[src/rtl/toeplitz_pkg.sv]
// Shared types and sizing helpers for the streaming Toeplitz extractor.
package toeplitz_pkg;

    typedef enum logic [1:0] {
        IDLE,
        LOAD,
        RUN,
        FULL
    } state_t;

    function automatic int beats_per_block(input int n, input int w);
        return n / w;
    endfunction

    function automatic int beats_per_seed(input int n, input int l, input int w);
        return (n + l) / w;
    endfunction

    function automatic int cnt_width(input int beats);
        return (beats > 1) ? $clog2(beats) : 1;
    endfunction

    function automatic bit params_ok(input int n, input int l, input int w, input int slen);
        return (w > 0) && (n % w == 0) && ((n + l) % w == 0)
            && (l > 0) && (l < n) && (slen == n + l);
    endfunction

endpackage

[src/rtl/toeplitz_seed_reg.sv]
// Runtime seed store: shifts WIDTH bits per strobe so s_0 lands at bit 0.
module toeplitz_seed_reg
    import toeplitz_pkg::*;
#(
    parameter int N     = 256,
    parameter int L     = 128,
    parameter int WIDTH = 2,
    parameter int SLEN  = N + L
) (
    input  logic             clk,
    input  logic             reset_n,
    input  logic             we_i,
    input  logic             first_i,
    input  logic [WIDTH-1:0] data_i,
    output logic [SLEN-1:0]  seed_o,
    output logic             ok_o,
    output logic             last_o
);

    localparam int BPS = beats_per_seed(N, L, WIDTH);
    localparam int CW  = cnt_width(BPS);

    logic [SLEN-1:0]  seed_q, seed_d;
    logic [CW-1:0]    cnt_q, cnt_d;
    logic             ok_q, ok_d;
    logic [WIDTH-1:0] chunk;

    assign last_o = (cnt_q == CW'(BPS - 1));
    assign seed_o = seed_q;
    assign ok_o   = ok_q;

    always_comb begin
        for (int w = 0; w < WIDTH; w++) begin
            chunk[w] = data_i[WIDTH-1-w];
        end
    end

    always_comb begin
        seed_d = seed_q;
        cnt_d  = cnt_q;
        ok_d   = ok_q;
        if (we_i) begin
            seed_d = {chunk, seed_q[SLEN-1:WIDTH]};
            if (first_i) begin
                ok_d = 1'b0;
            end
            if (last_o) begin
                cnt_d = '0;
                ok_d  = 1'b1;
            end else begin
                cnt_d = cnt_q + CW'(1);
            end
        end
    end

    always_ff @(posedge clk or negedge reset_n) begin
        if (!reset_n) begin
            seed_q <= '0;
            cnt_q  <= '0;
            ok_q   <= 1'b0;
        end else begin
            seed_q <= seed_d;
            cnt_q  <= cnt_d;
            ok_q   <= ok_d;
        end
    end

endmodule

[src/rtl/toeplitz_stream.sv]
// Streaming Toeplitz extractor: WIDTH raw bits per beat, L-bit result per N-bit block.
module toeplitz_stream
    import toeplitz_pkg::*;
#(
    parameter int N     = 256,
    parameter int L     = 128,
    parameter int WIDTH = 2,
    parameter int SLEN  = N + L
) (
    input  logic             clk,
    input  logic             reset_n,
    input  logic             seed_we,
    input  logic [WIDTH-1:0] seed_data,
    output logic             seed_ok,
    input  logic             in_valid,
    output logic             in_ready,
    input  logic [WIDTH-1:0] in_data,
    output logic [L-1:0]     q,
    output logic             q_valid,
    input  logic             q_ready,
    output logic             busy
);

    localparam int BPB = beats_per_block(N, WIDTH);
    localparam int BCW = cnt_width(BPB);

    if (!params_ok(N, L, WIDTH, SLEN)) begin : g_bad_params
        $error("toeplitz_stream: illegal N/L/WIDTH/SLEN combination");
    end

    state_t          state_q, state_d;
    logic [BCW-1:0]  beat_q, beat_d;
    logic [SLEN-1:0] win_q, win_d, cur_win;
    logic [L-1:0]    acc_q, acc_d, res;
    logic [L-1:0]    q_q, q_d;
    logic            qv_q, qv_d;
    logic [SLEN-1:0] seed;
    logic            seed_last, seed_load;
    logic            rdy, accept, blk_last;

    assign rdy      = seed_ok & ((state_q == IDLE) | (state_q == RUN));
    assign accept   = in_valid & rdy;
    assign blk_last = (beat_q == BCW'(BPB - 1));
    // An input beat taken in IDLE owns the cycle; a coincident seed strobe is dropped.
    assign seed_load = seed_we & ((state_q == LOAD) | ((state_q == IDLE) & ~accept));

    toeplitz_seed_reg #(
        .N(N), .L(L), .WIDTH(WIDTH), .SLEN(SLEN)
    ) u_seed (
        .clk     (clk),
        .reset_n (reset_n),
        .we_i    (seed_load),
        .first_i (state_q == IDLE),
        .data_i  (seed_data),
        .seed_o  (seed),
        .ok_o    (seed_ok),
        .last_o  (seed_last)
    );

    always_comb begin
        cur_win = (state_q == IDLE) ? seed : win_q;
        res     = (state_q == IDLE) ? '0 : acc_q;
        for (int w = 0; w < WIDTH; w++) begin
            if (in_data[WIDTH-1-w]) begin
                res = res ^ cur_win[w +: L];
            end
        end
    end

    always_comb begin
        state_d = state_q;
        beat_d  = beat_q;
        win_d   = win_q;
        acc_d   = acc_q;
        q_d     = q_q;
        qv_d    = qv_q;
        if (qv_q && q_ready) begin
            qv_d = 1'b0;
        end
        unique case (state_q)
            IDLE, RUN: begin
                if (accept) begin
                    win_d = cur_win >> WIDTH;
                    if (blk_last) begin
                        beat_d = '0;
                        if (!qv_q || q_ready) begin
                            q_d     = res;
                            qv_d    = 1'b1;
                            acc_d   = '0;
                            state_d = IDLE;
                        end else begin
                            acc_d   = res;
                            state_d = FULL;
                        end
                    end else begin
                        beat_d  = beat_q + BCW'(1);
                        acc_d   = res;
                        state_d = RUN;
                    end
                end else if (state_q == IDLE && seed_we) begin
                    state_d = LOAD;
                end
            end
            LOAD: begin
                if (seed_we && seed_last) begin
                    state_d = IDLE;
                end
            end
            FULL: begin
                if (q_ready) begin
                    q_d     = acc_q;
                    qv_d    = 1'b1;
                    acc_d   = '0;
                    state_d = IDLE;
                end
            end
        endcase
    end

    always_ff @(posedge clk or negedge reset_n) begin
        if (!reset_n) begin
            state_q <= IDLE;
            beat_q  <= '0;
            win_q   <= '0;
            acc_q   <= '0;
            q_q     <= '0;
            qv_q    <= 1'b0;
        end else begin
            state_q <= state_d;
            beat_q  <= beat_d;
            win_q   <= win_d;
            acc_q   <= acc_d;
            q_q     <= q_d;
            qv_q    <= qv_d;
        end
    end

    assign in_ready = rdy;
    assign q        = q_q;
    assign q_valid  = qv_q;
    assign busy     = (state_q == RUN) | (state_q == FULL);

endmodule

[config.mk]
export PLATFORM = sky130hd
export DESIGN_NAME = toeplitz_stream
export DESIGN_NICKNAME = d
export VERILOG_FILES = /design/src/rtl/toeplitz_pkg.sv /design/src/rtl/toeplitz_seed_reg.sv /design/src/rtl/toeplitz_stream.sv
export SDC_FILE = /design/constraint.sdc
export NUM_CORES = 2
export LEC_CHECK = 0
export CORE_MARGIN = 2
export CORE_UTILIZATION = 58
export CTS_CLUSTER_SIZE = 30
export DETAILED_ROUTE_END_ITERATION = 10
export DONT_BUFFER_PORTS = 1
export PLACE_DENSITY_LB_ADDON = 0.05
export SETUP_SLACK_MARGIN = 0.05
export SYNTH_ARGS = -nofsm -noshare
export SYNTH_HDL_FRONTEND = slang
export SYNTH_SLANG_ARGS = --single-unit
export TNS_END_PERCENT = 5
[constraint.sdc]
create_clock -name clk -period 2 [get_ports clk]
set_input_delay 0.3 -clock clk [delete_from_list [all_inputs] [get_ports clk]]
set_output_delay 0.3 -clock clk [all_outputs]
set_load 0.005 [all_outputs]
==> impl_metrics.json <==
{
  "final_area_mm2": 0.0551,
  "slew-limit-headroom": 0.354,
  "ys.flop_type": "dfrtp_1",
  "synth.area.mux_share": 0.0270,
  "violations": "negative hold slack, negative setup slack",
  "power_mw": 43.5,
  "synth_cells": 5514,
  "clkSlewWorstSetupHoldPaths_ps": 60,
  "drc": 0,
  "track_usage": 0.267,
  "ant_nets": 0,
  "ir_drop_mv": 0.733,
  "cts_tree": "built",
  "drtIter0Drc": 2714,
  "avgSynthCellArea_um2": 8.75,
  "r2r_setup_slack_ps": -130,
  "root_buffer": "clkbuf_16",
  "arrival_ps": 2720,
  "post_synth_num_cell_types": 39,
  "grt_pass1_wl_um": 192000,
  "timing.rr.end": "win_q[310]",
  "hold_ws_ps": -551,
  "critPathMaxStageDelay_ps": 500,
  "pwr_density_cell_mw_per_mm2": 790,
  "synth_compound_area_frac": 0.157,
  "synth_seq_area_share": 0.540,
  "cts_sinks": 1041,
  "worst_slack_ps": -132,
  "path_delay_family": "buffers and inverters",
  "r2r_start": "state_q[0]",
  "drt-total-wl_um": 114000,
  "worst-path-max-fanout": 65,
  "setup_viol": 498,
  "num-fill-cells": 6667,
  "drive_gt1_frac": 0.0904,
  "gp_congestion": 0.780,
  "crit_start": "state_q[0]",
  "netlist_area_mm2": 0.0483,
  "r2r_cells": 6,
  "grt_overflow": 0,
  "synthMostInstantiatedCell": "nand2_1",
  "yosysTopAreaCellShare": 0.540,
  "antenna_found_initial": 0,
  "yosys.area_share.simple": 0.211,
  "wire_per_inst_um": 17.1,
  "period_needed_ps": 2130,
  "grt_pass1_vias": 37400,
  "numCtsBuffers": 109,
  "final_nets": 5484,
  "fmax_mhz": 469,
  "crit_buf_inv": 3,
  "synth_top_area_cell": "dfrtp_1",
  "synth-seq-cells": 1041,
  "synthAdderAreaFrac": 0.000518,
  "cp_cell_sequence": "buf_6 > and3b_4 > buf_16 > bufbuf_16 > nor2_1 > a31oi_1",
  "placed_cell_area_mm2": 0.0506,
  "cap_violations": 0,
  "dr_total_vias": 38300,
  "p_leak_nw": 24.9,
  "chipHeight_um": 293,
  "detail_route.first_pass.iterations": 6,
  "start_util": 0.587,
  "synth-async-reset-ratio": 1.00,
  "finalCritPeriodShare": 1.07,
  "synth_common_cells": "nand2_1, dfrtp_1, nor2_1",
  "h-tree-depth": 3,
  "finClkSkew_ps": 24.2,
  "min_path_type": "input pin to asynchronous set/reset pin",
  "clockBufferDepth": 3,
  "slew_violations": 0,
  "dp_hpwl_um": 64200,
  "critPathRequiredTime_ps": 2580,
  "grt_max_degree": 1042,
  "crit_path_start_kind": "flip-flop",
  "die_w_um": 293,
  "end_kind": "flip-flop",
  "coreArea_mm2": 0.0822,
  "crit_slowest_cell": "dfrtp_4",
  "synth_top_family_by_area": "simple AND/OR/NAND/NOR gates",
  "tightest_slew_ps": 969,
  "placementRows": 105,
  "multi_input_area_mm2": 0.0205,
  "die-area_mm2": 0.0856,
  "synth_edf_count": 0,
  "syn_nets": 5525,
  "rsz0062_at_grt": "yes",
  "ys_top_cells_by_area": "dfrtp_1, nand2_1, a31oi_1, nor2_1, mux2i_1",
  "clkLatencyLatePin_ps": 670,
  "ys_warn_count": 0,
  "postLayoutCoreUtil": 0.669,
  "vias_per_cell": 5.77,
  "n_antenna_cell": 0,
  "synthToLayoutAreaGrowth_pct": 14.0,
  "crit_type": "flip-flop to flip-flop",
  "hold_violations": 276,
  "synth-xor-area-share": 0.0249,
  "io_buffers": 0,
  "regArea_mm2": 0.0261,
  "io_pins": 141,
  "status": "finished, violations left"
}
==> where the power goes <==
group	internal (mW)	switching [mW]	total (mW)
clock	12.3	8.51	20.8
combinational	0.308	0.821	1.13
sequential	21.3	0.198	21.5
total	33.9	9.53	43.5
==> layout make-up <==
cell class | instances | area share
Timing Repair Buffer | 277 | 0.0628
Clock buffer | 152 | 0.0568
Multi-Input combinational cell | 4043 | 0.372
Tap cell | 1070 | 0.0243
Sequential cell | 1041 | 0.473
Inverter | 1 | 0.0000682
Clock inverter | 52 | 0.0105
==> cell usage in the layout (no fill, tap or decap), types with 5 or more instances in the layout <==
cell type	Yosys	routed
a21boi_1	0	51
buf_4	13	167
buf_8	0	5
a21boi_0	126	73
nand2_2	0	15
nor2_4	0	8
nand4_1	5	5
a21oi_1	5	5
nand3_1	6	6
buf_6	11	11
a32oi_1	125	125
nor2_1	387	379
dfrtp_1	1041	1039
o21ai_0	248	176
clkinv_2	0	32
a31oi_1	378	378
mux2i_1	127	127
o2bb2ai_1	125	125
bufinv_16	0	11
xnor2_1	9	9
and3_1	130	130
clkbuf_1	249	19
o21ai_1	147	216
xor2_1	128	128
nand2_1	2065	2049
buf_16	0	15
buf_12	0	70
clkbuf_16	0	111
clkbuf_8	0	24
==> routing by layer <==
metal / up-vias / routed length, um / GRT usage
met4: 0 / 2840 / 0.0719
li1: 18600 / - / -
met3: 156 / 6160 / 0.0538
met2: 763 / 53000 / 0.440
met5: - / 0 / 0
met1: 18800 / 51700 / 0.363
==> flip-flops by register name, indices dropped and copies added (netlist names) <==
signal         count
u_seed.cnt_q       8
acc_q            128
q_valid            1
q                128
win_q            382
u_seed.seed_o    384
beat_q             7
u_seed.ok_o        1
state_q            2
==> logic make-up (layout without fill, tap and decap cells) <==
kind of cell / after synthesis / after routing
simple gates: 2612 / 2612
compound gates: 1162 / 1162
flops: 1041 / 1041
buf+inv: 430 / 482
xor+xnor: 137 / 137
mux: 130 / 130
fa+ha+maj: 2 / 2
==> stage by stage <==
stage               TNS [ps]  instances  setup WS (ps)
CTS                   -17260       6628           -102
global route          -96600       6636           -201
finish                -16020       6636           -132
floorplan                  0       5514            100
detailed placement     -3800       6406          -81.9
global placement       -2190       6406          -78.1
==> repair_timing <==
item                                    4_1_cts  5_1_grt
endpoints found under the setup margin      609     1499
setup buffers                                 8        0
hold buffers                                  4        1
endpoints found under the hold margin      1050      276
cloned                                        6        2
pin swaps                                    39        3
resized for setup                           166       27
==> worst max path at each step <==
stage,to,slack [ps],cells past startpoint
2_1_floorplan,q[37],100,9
3_3_place_gp,q[28],-80,8
4_1_cts,q[65],-100,9
5_1_grt,q[10],-200,9
6_report,win_q[310],-130,6
3_5_place_dp,q[36],-80,8
Power figures use the tool's default switching activity.
